[config.mk]
export PLATFORM = sky130hd
export DESIGN_NAME = key_fetch_ctrl
export DESIGN_NICKNAME = d
export VERILOG_FILES = /design/src/rtl/vo_pkg.sv /design/src/rtl/raster_cnt.sv /design/src/rtl/key_fetch_ctrl.sv
export SDC_FILE = /design/constraint.sdc
export NUM_CORES = 1
export LEC_CHECK = 0
export ABC_AREA = 1
export BUFFER_PORTS_ARGS = -buffer_cell sky130_fd_sc_hd__buf_2
export CORE_MARGIN = 4
export CORE_UTILIZATION = 48
export DETAILED_ROUTE_END_ITERATION = 7
export PLACE_DENSITY = 0.88
export SETUP_SLACK_MARGIN = 0.05
export SYNTH_ARGS = -nofsm -noshare
export SYNTH_HDL_FRONTEND = slang
export SYNTH_SLANG_ARGS = --single-unit
[constraint.sdc]
create_clock -name i_clk -period 1.9 [get_ports i_clk]
set_clock_uncertainty 0.15 [all_clocks]
set_input_delay 0 -clock i_clk [delete_from_list [all_inputs] [get_ports i_clk]]
set_output_delay 0 -clock i_clk [all_outputs]
set_load 0.05 [all_outputs]
[src/rtl/vo_pkg.sv]
// rtl/vo_pkg.sv - keypoint record and field widths shared by the VO pipeline stages
package vo_pkg;

  localparam int KEY_SIN_W   = 12;
  localparam int KEY_COS_W   = 12;
  localparam int KEY_COOR_W  = 10;
  localparam int KEY_SCORE_W = 8;
  localparam int KEY_DEPTH_W = 16;
  localparam int CNT_W       = 16;

  typedef struct packed {
    logic [KEY_SIN_W-1:0]   sin;
    logic [KEY_COS_W-1:0]   cos;
    logic [KEY_COOR_W-1:0]  coor_x;
    logic [KEY_COOR_W-1:0]  coor_y;
    logic [KEY_SCORE_W-1:0] score;
    logic [KEY_DEPTH_W-1:0] depth;
  } keypoint_t;

  typedef enum logic [1:0] {
    ST_IDLE  = 2'd0,
    ST_SCAN  = 2'd1,
    ST_FLUSH = 2'd2
  } fetch_state_t;

  function automatic logic [CNT_W-1:0] sat_inc(input logic [CNT_W-1:0] v);
    return (v == {CNT_W{1'b1}}) ? v : v + 1'b1;
  endfunction

endpackage

[src/rtl/raster_cnt.sv]
// rtl/raster_cnt.sv - window-centre x/y raster counters with wrap and last-pixel flag
module raster_cnt
  import vo_pkg::*;
#(
  parameter int WIDTH  = 640,
  parameter int HEIGHT = 480
) (
  input  logic                  i_clk,
  input  logic                  i_rst_n,
  input  logic                  i_clear,
  input  logic                  i_adv,
  output logic [KEY_COOR_W-1:0] o_x,
  output logic [KEY_COOR_W-1:0] o_y,
  output logic                  o_last
);

  localparam logic [KEY_COOR_W-1:0] X_MAX = KEY_COOR_W'(WIDTH - 1);
  localparam logic [KEY_COOR_W-1:0] Y_MAX = KEY_COOR_W'(HEIGHT - 1);

  logic [KEY_COOR_W-1:0] r_x;
  logic [KEY_COOR_W-1:0] r_y;

  always_ff @(posedge i_clk or negedge i_rst_n) begin
    if (!i_rst_n) begin
      r_x <= '0;
      r_y <= '0;
    end else if (i_clear) begin
      r_x <= '0;
      r_y <= '0;
    end else if (i_adv) begin
      if (r_x == X_MAX) begin
        r_x <= '0;
        r_y <= (r_y == Y_MAX) ? '0 : r_y + 1'b1;
      end else begin
        r_x <= r_x + 1'b1;
      end
    end
  end

  assign o_x    = r_x;
  assign o_y    = r_y;
  assign o_last = (r_x == X_MAX) && (r_y == Y_MAX);

endmodule

[src/rtl/key_fetch_ctrl.sv]
// rtl/key_fetch_ctrl.sv - keypoint buffer reader: raster compare, pop, output register, flush
module key_fetch_ctrl
  import vo_pkg::*;
#(
  parameter int WIDTH  = 640,
  parameter int HEIGHT = 480
) (
  input  logic                   i_clk,
  input  logic                   i_rst_n,
  input  logic                   i_frame_start,
  input  logic                   i_valid,
  input  logic [KEY_SIN_W-1:0]   i_key_sin,
  input  logic [KEY_COS_W-1:0]   i_key_cos,
  input  logic [KEY_COOR_W-1:0]  i_key_coor_x,
  input  logic [KEY_COOR_W-1:0]  i_key_coor_y,
  input  logic [KEY_SCORE_W-1:0] i_key_score,
  input  logic [KEY_DEPTH_W-1:0] i_key_depth,
  output logic                   o_hit,
  output logic                   o_valid,
  input  logic                   i_ready,
  output logic [KEY_SIN_W-1:0]   o_sin,
  output logic [KEY_COS_W-1:0]   o_cos,
  output logic [KEY_COOR_W-1:0]  o_coor_x,
  output logic [KEY_COOR_W-1:0]  o_coor_y,
  output logic [KEY_SCORE_W-1:0] o_score,
  output logic [KEY_DEPTH_W-1:0] o_depth,
  output logic                   o_busy,
  output logic [CNT_W-1:0]       o_drop_cnt,
  output logic [CNT_W-1:0]       o_miss_cnt
);

  fetch_state_t          r_state;
  logic                  r_hit;
  logic                  r_valid;
  keypoint_t             r_key;
  logic [CNT_W-1:0]      r_drop;
  logic [CNT_W-1:0]      r_miss;

  logic [KEY_COOR_W-1:0] w_x;
  logic [KEY_COOR_W-1:0] w_y;
  logic                  w_last;
  logic                  w_adv;
  logic                  w_head_valid;
  logic                  w_match;
  logic                  w_stale;
  keypoint_t             w_head;

  assign w_adv = i_valid && (r_state == ST_SCAN) && !i_frame_start;

  raster_cnt #(.WIDTH(WIDTH), .HEIGHT(HEIGHT)) u_raster (
    .i_clk   (i_clk),
    .i_rst_n (i_rst_n),
    .i_clear (i_frame_start),
    .i_adv   (w_adv),
    .o_x     (w_x),
    .o_y     (w_y),
    .o_last  (w_last)
  );

  assign w_head       = '{sin: i_key_sin, cos: i_key_cos, coor_x: i_key_coor_x,
                          coor_y: i_key_coor_y, score: i_key_score, depth: i_key_depth};
  assign w_head_valid = (i_key_score != '0);
  assign w_match      = i_valid && (i_key_coor_x == w_x) && (i_key_coor_y == w_y);
  assign w_stale      = (i_key_coor_y < w_y) || ((i_key_coor_y == w_y) && (i_key_coor_x < w_x));

  // A cycle with r_hit set is blank: the buffer head has not shifted yet.
  always_ff @(posedge i_clk or negedge i_rst_n) begin
    if (!i_rst_n) begin
      r_state <= ST_IDLE;
      r_hit   <= 1'b0;
      r_valid <= 1'b0;
      r_key   <= '0;
      r_drop  <= '0;
      r_miss  <= '0;
    end else begin
      r_hit <= 1'b0;
      if (r_valid && i_ready) r_valid <= 1'b0;
      if (i_frame_start) begin
        r_state <= ST_SCAN;
      end else begin
        case (r_state)
          ST_SCAN: begin
            if (!r_hit && w_head_valid) begin
              if (w_match) begin
                r_hit <= 1'b1;
                if (!r_valid || i_ready) begin
                  r_valid <= 1'b1;
                  r_key   <= w_head;
                end else begin
                  r_drop <= sat_inc(r_drop);
                end
              end else if (w_stale) begin
                r_hit  <= 1'b1;
                r_miss <= sat_inc(r_miss);
              end
            end
            if (i_valid && w_last) r_state <= ST_FLUSH;
          end
          ST_FLUSH: begin
            if (!r_hit) begin
              if (w_head_valid) begin
                r_hit  <= 1'b1;
                r_miss <= sat_inc(r_miss);
              end else begin
                r_state <= ST_IDLE;
              end
            end
          end
          default: ;
        endcase
      end
    end
  end

  assign o_hit      = r_hit;
  assign o_valid    = r_valid;
  assign o_sin      = r_key.sin;
  assign o_cos      = r_key.cos;
  assign o_coor_x   = r_key.coor_x;
  assign o_coor_y   = r_key.coor_y;
  assign o_score    = r_key.score;
  assign o_depth    = r_key.depth;
  assign o_busy     = (r_state != ST_IDLE);
  assign o_drop_cnt = r_drop;
  assign o_miss_cnt = r_miss;

endmodule

Word-level counts from Yosys, hierarchy flattened
Cells that the tools add are included.

storage, ports and cells
  register bits = 124
  input port bits = 73
  output and inout port bits = 103
  logic and storage cells = 95

cells by class
  add/subtract/negate cells = 4
  magnitude comparators = 2
  eq/ne operators = 16
  mux-type cells = 32
  bitwise logic cells = 3
  reductions and logical operators = 25

operators with widths
  cell                   number
  $mux 16                6
  $mux 10                7
  $add 16x1->16 const B  2
  $eq 16x16->1 const B   2
  $pmux 16 s2            1
  $add 10x1->10 const B  2
  $eq 10x10->1           2
  $lt 10x10->1           2
  $mux 1                 12
  $eq 10x10->1 const B   1
  $eq 10x9->1 const B    1
  $logic_and 1x1->1      9
  $mux 2                 4
  $ne 2x2->1 const B     4
  $reduce_bool 2->1      4
  $reduce_bool 8->1      1
  $reduce_and 7->1       1
  $ne 3x3->1 const B     2
  $reduce_and 6->1       1
  $reduce_and 5->1       1
  $pmux 2 s2             1
  $reduce_and 4->1       1
  $logic_not 1->1        3
  $ne 3x2->1 const B     1
  8 further kinds        11

Logic depth before layout (Yosys ltp)
  depth in word-level cells = 8
  mapped depth = 15
  gate-level depth less buffers = 14

By module
Synthesis repeated with hierarchy kept, for this count alone.

unflattened totals
  cell total of the unflattened synthesis = 875
  area, all modules = 6909.1 um^2

modules (own cells, without submodules)
  module          times used  cells an instance  area each (um^2)  sequential area each (um^2)
  key_fetch_ctrl  1           710                5699.2            2602.5
  raster_cnt      1           165                1209.9            500.5

Worst setup path after synthesis
Ideal clock, no wire load.

  path type = register -> register
  start = reg r_miss[0], in the netlist o_miss_cnt[0]
  end = reg r_miss[10], in the netlist o_miss_cnt[10]
  library setup time = 0.119 ns
  arrival = 1.897 ns
  slack = -0.266 ns
  cell stages (with the launch flop) = 10
  path buffers = 1
  clock period less this slack = 2.166 ns
  cells stage by stage = dfrtp_1 > ha_1 > nand3_1 > nor2_1 > nand2_1 > nor2_1 > a21oi_1 > buf_2 > nand4_1 > nand2_1

on the way
  word-level cells in the longest chain between the ends = 6

ends and longest elaborated chain
  item                                           line                   source
  from (decl)                                    key_fetch_ctrl.sv:37   logic [CNT_W-1:0] r_miss;
  from (signal assigned)                         key_fetch_ctrl.sv:94   r_miss <= sat_inc(r_miss);
  from (signal assigned)                         key_fetch_ctrl.sv:103  r_miss <= sat_inc(r_miss);
  $add 16x1->16 or $eq 16x16->1 (tied branches)  vo_pkg.sv:27           return (v == {CNT_W{1'b1}}) ? v : v + 1'b1;
  $mux 16 *                                      vo_pkg.sv:27
  $mux 16                                        key_fetch_ctrl.sv:92   end else if (w_stale) begin
  $mux 16                                        key_fetch_ctrl.sv:84   if (w_match) begin
  $mux 16                                        key_fetch_ctrl.sv:83   if (!r_hit && w_head_valid) begin
  $pmux 16 s2 *                                  key_fetch_ctrl.sv:81   case (r_state)

Mark *: on every way between the ends. The rest lies on a longest branch, timed or not. The select of a mux whose other input is x is not followed.
A chain may end at the register's enable or synchronous reset.

Worst setup path in the final report
  start = reg u_raster.r_x[7], in the netlist u_raster.o_x[7]
  end = reg r_key (netlist bit o_depth[1])

on the way
  word-level cells in the longest chain between the ends = 4

ends and longest elaborated chain
  item                               line                  source
  from (decl)                        raster_cnt.sv:20      logic [KEY_COOR_W-1:0] r_x;
  from (signal assigned)             raster_cnt.sv:35      r_x <= r_x + 1'b1;
  $eq 10x10->1                       key_fetch_ctrl.sv:63  assign w_match = i_valid && (i_key_coor_x == w_x) && (i_key_coor_y == w_y);
  $logic_and 1x1->1 (2 in series)    key_fetch_ctrl.sv:63
  $reduce_and 5->1 (no source line)  n/a
  to (signal assigned)               key_fetch_ctrl.sv:88  r_key <= w_head;
  to (decl)                          key_fetch_ctrl.sv:35  keypoint_t r_key;

No other way between the ends.

==> metrics <==
fin. max-slew vios=0; Req. time, crit path=2050 ps; hold_ws=229 ps; Netlist cell types=33; Leakage Power=5.60 nW; gr ovfl total=0; max_slew headroom=0.444; row count=42; Final Hold Viols=0; Residual DRC=17; starting density of the core=0.495; Worst Path Max Fanout=8; PwrDens=801 nW/um2; CP Class=reg2reg; area growth from synthesis to layout=67.7%; violated checks=DRC, setup timing; Die Span X=125 um; clock-pin slew on the worst setup and hold paths=60 ps; Max Cap Viol=0; Post-Synthesis Cells=836; fraction of layout cells with a size suffix above 1=0.428; clk_lat worst skew=430 ps; post-route ant nets=0; Worst path max stage delay=410 ps; DIE AREA=15,700 um2; Peak VDD IR=0.000802 V; Period minus WS final=2540 ps; total number of vias=8,881; CTS Buf Count=17; Worst R2R Setup Slack=-640 ps; initial antenna violation count=1; Initial DRC Count=1,374; crit-path cells=inv_2, ha_4, nand2_4, nor2_4, nand2_2, nor2_4, nand2_4, nor2_4, nand3_4, buf_6, buf_16, o21ai_1; Final #Nets=1,297; Post-Route WL=35,700 um; crit share post-route=1.34; Mapped Nets=936; FILL cells=577; Final Wtd Congestion=0.907; Avg WL per Cell=25.7 um; vias in the first global route=7,539; worst r2r dst=o_depth[1]; Via density=6.41; most frequent cells in the layout=buf_2 (174), nand2_1 (164), inv_1 (124); clock root cell=clkbuf_16; Critical Path AT=2690 ps; TritonCTS clock tree=built; top post-synthesis cells by area=dfrtp_1 (47%), nand2_1 (12%), inv_1 (8.1%); antenna cells=0; port buffer count=175; min-delay src=i_key_sin[11]; reg2reg start=u_raster.o_x[7]; hold crit path type=in2reg; first-pass iteration count of the detailed router=8; multi-input logic area=3760 um2; synthesis-stage register bit count=124; crit end category=flip-flop; unrepaired setup endpoints after global routing=yes; Design Power=8.89 mW; Clock Sinks=124; sequential area share after synthesis=0.469; CTS H-tree lvls=4; post-synth top area share=0.469; status=finished, violations left; most used cell, CP=nor2_4; core area=13,300 um2; CP top delay family=simple AND/OR/NAND/NOR gates; Worst Setup SP=u_raster.o_x[7]; max frequency=394 MHz; io pins=176; pin count of the biggest net entering global routing=42; startpoint types=flip-flop; Syn. warnings=0; Worst Max-Slew Pin Slew=834 ps; worst r2r path cells=12; CTS Buffer Depth=2; GRT Resource Usage Total=0.321; area leader, netlist=dfrtp_1; HPWL Detailed=13,800 um; Levels on crit path=12; Final setup violation count=122; first-pass GRT wire length=40,400 um; Setup WS post-layout=-638 ps; worst setup path endpoint=o_depth[1]; total area of sequential cells=3110 um2; Critical-path top delay cell=dfrtp_1; Mapped Area=6610 um2; Avg Cell Area, Syn=7.91 um2; Die H=125 um; Buf/Inv on CP=3; most common cell after layout, fill and taps aside=buf_2; Layout Utilization=0.831
## stage by stage
stage | setup TNS, ps | cell area, um2 | worst slack [ps] | instances
3_5_place_dp | -30520 | 8190 | -409 | 1231
6_report | -53280 | 11100 | -638 | 1386
3_3_place_gp | -24770 | 8190 | -305 | 1231
4_1_cts | -24650 | 10200 | -270 | 1356
5_1_grt | -56550 | 11100 | -673 | 1386
2_1_floorplan | -7010 | 6680 | -133 | 836
## state kept, by name, indices dropped and copies added (netlist names)
| name | flops |
|---|---|
| o_depth | 16 |
| o_drop_cnt | 16 |
| o_miss_cnt | 16 |
| o_cos | 12 |
| o_sin | 12 |
| o_coor_x | 10 |
| o_coor_y | 10 |
| u_raster.o_x | 10 |
| u_raster.o_y | 10 |
| o_score | 8 |
| r_state | 2 |
| o_hit | 1 |
| o_valid | 1 |
## worst min path at each step
stage / end / slack [ps] / cells past startpoint
finish: o_sin[11] / 230 / 4
global route: o_cos[3] / 250 / 4
CTS: o_depth[12] / 210 / 4
detailed placement: u_raster.o_y[8] / -160 / 1
global placement: u_raster.o_y[8] / -160 / 1
floorplan: o_coor_x[0] / -450 / 0
## power breakdown
group | internal [mW] | leakage, nW | switching (mW)
combinational | 0.906 | 3.60 | 1.47
clock | 2.23 | 0.302 | 1.38
sequential | 2.75 | 1.70 | 0.144
total | 5.89 | 5.60 | 2.99
## cell usage after synthesis (all sizes together)
cell and number:
xnor2 12, dfrtp 124, nor4 3, nor2 63
xor2 16, nand3 32, nand2 218, o21bai 1
ha 27, or2 1, nand4 31, o21ai 97
inv 145, o22ai 1, nand3b 2, a211oi 1
a21oi 21, clkbuf 10, a21o 1, nor3 16
buf 14
## kinds of logic (layout without fill, tap and decap cells)
group           Yosys count  after routing  synth area share
compound gates          122            122            0.0942
xor+xnor                 28             28            0.0371
fa+ha+maj                27             27            0.0511
buf+inv                 169            542             0.104
flops                   124            124             0.469
simple gates            366            367             0.244
## worst register-to-register path, stage by stage (launching register included)
cell and delay [ps]:
dfrtp_1 410, inv_2 90, ha_4 300, nand2_4 80, nor2_4 150, nand2_2 100
nor2_4 120, nand2_4 80, nor2_4 130, nand3_4 170, buf_6 210, buf_16 150
o21ai_1 280
## layer usage
metal	GRT usage	part of all wire
met2	0.547	0.44
met5	0	0.00050
met3	0.0738	0.14
met4	0.143	0.11
met1	0.389	0.31
## timing repair
| action | CTS | global route |
|---|---|---|
| endpoints found under the setup margin | 119 | 122 |
| resized for setup | 92 | 152 |
| hold endpoints to repair | 196 | 0 |
| cloned | 7 | 9 |
| hold buffers | 73 | 0 |
| pin swaps | 22 | 27 |
| setup buffers | 13 | 24 |
## cell type report
class	instances	share of cell area
sequential	124	0.281
clock inverter	14	0.0174
multi-input combinational	544	0.339
timing repair buffer	364	0.253
tap	176	0.0199
inverter	145	0.0500
timing repair inverter	1	0.000790
clock buffer	18	0.0396
No activity file was read; power rests on OpenSTA's default activity.
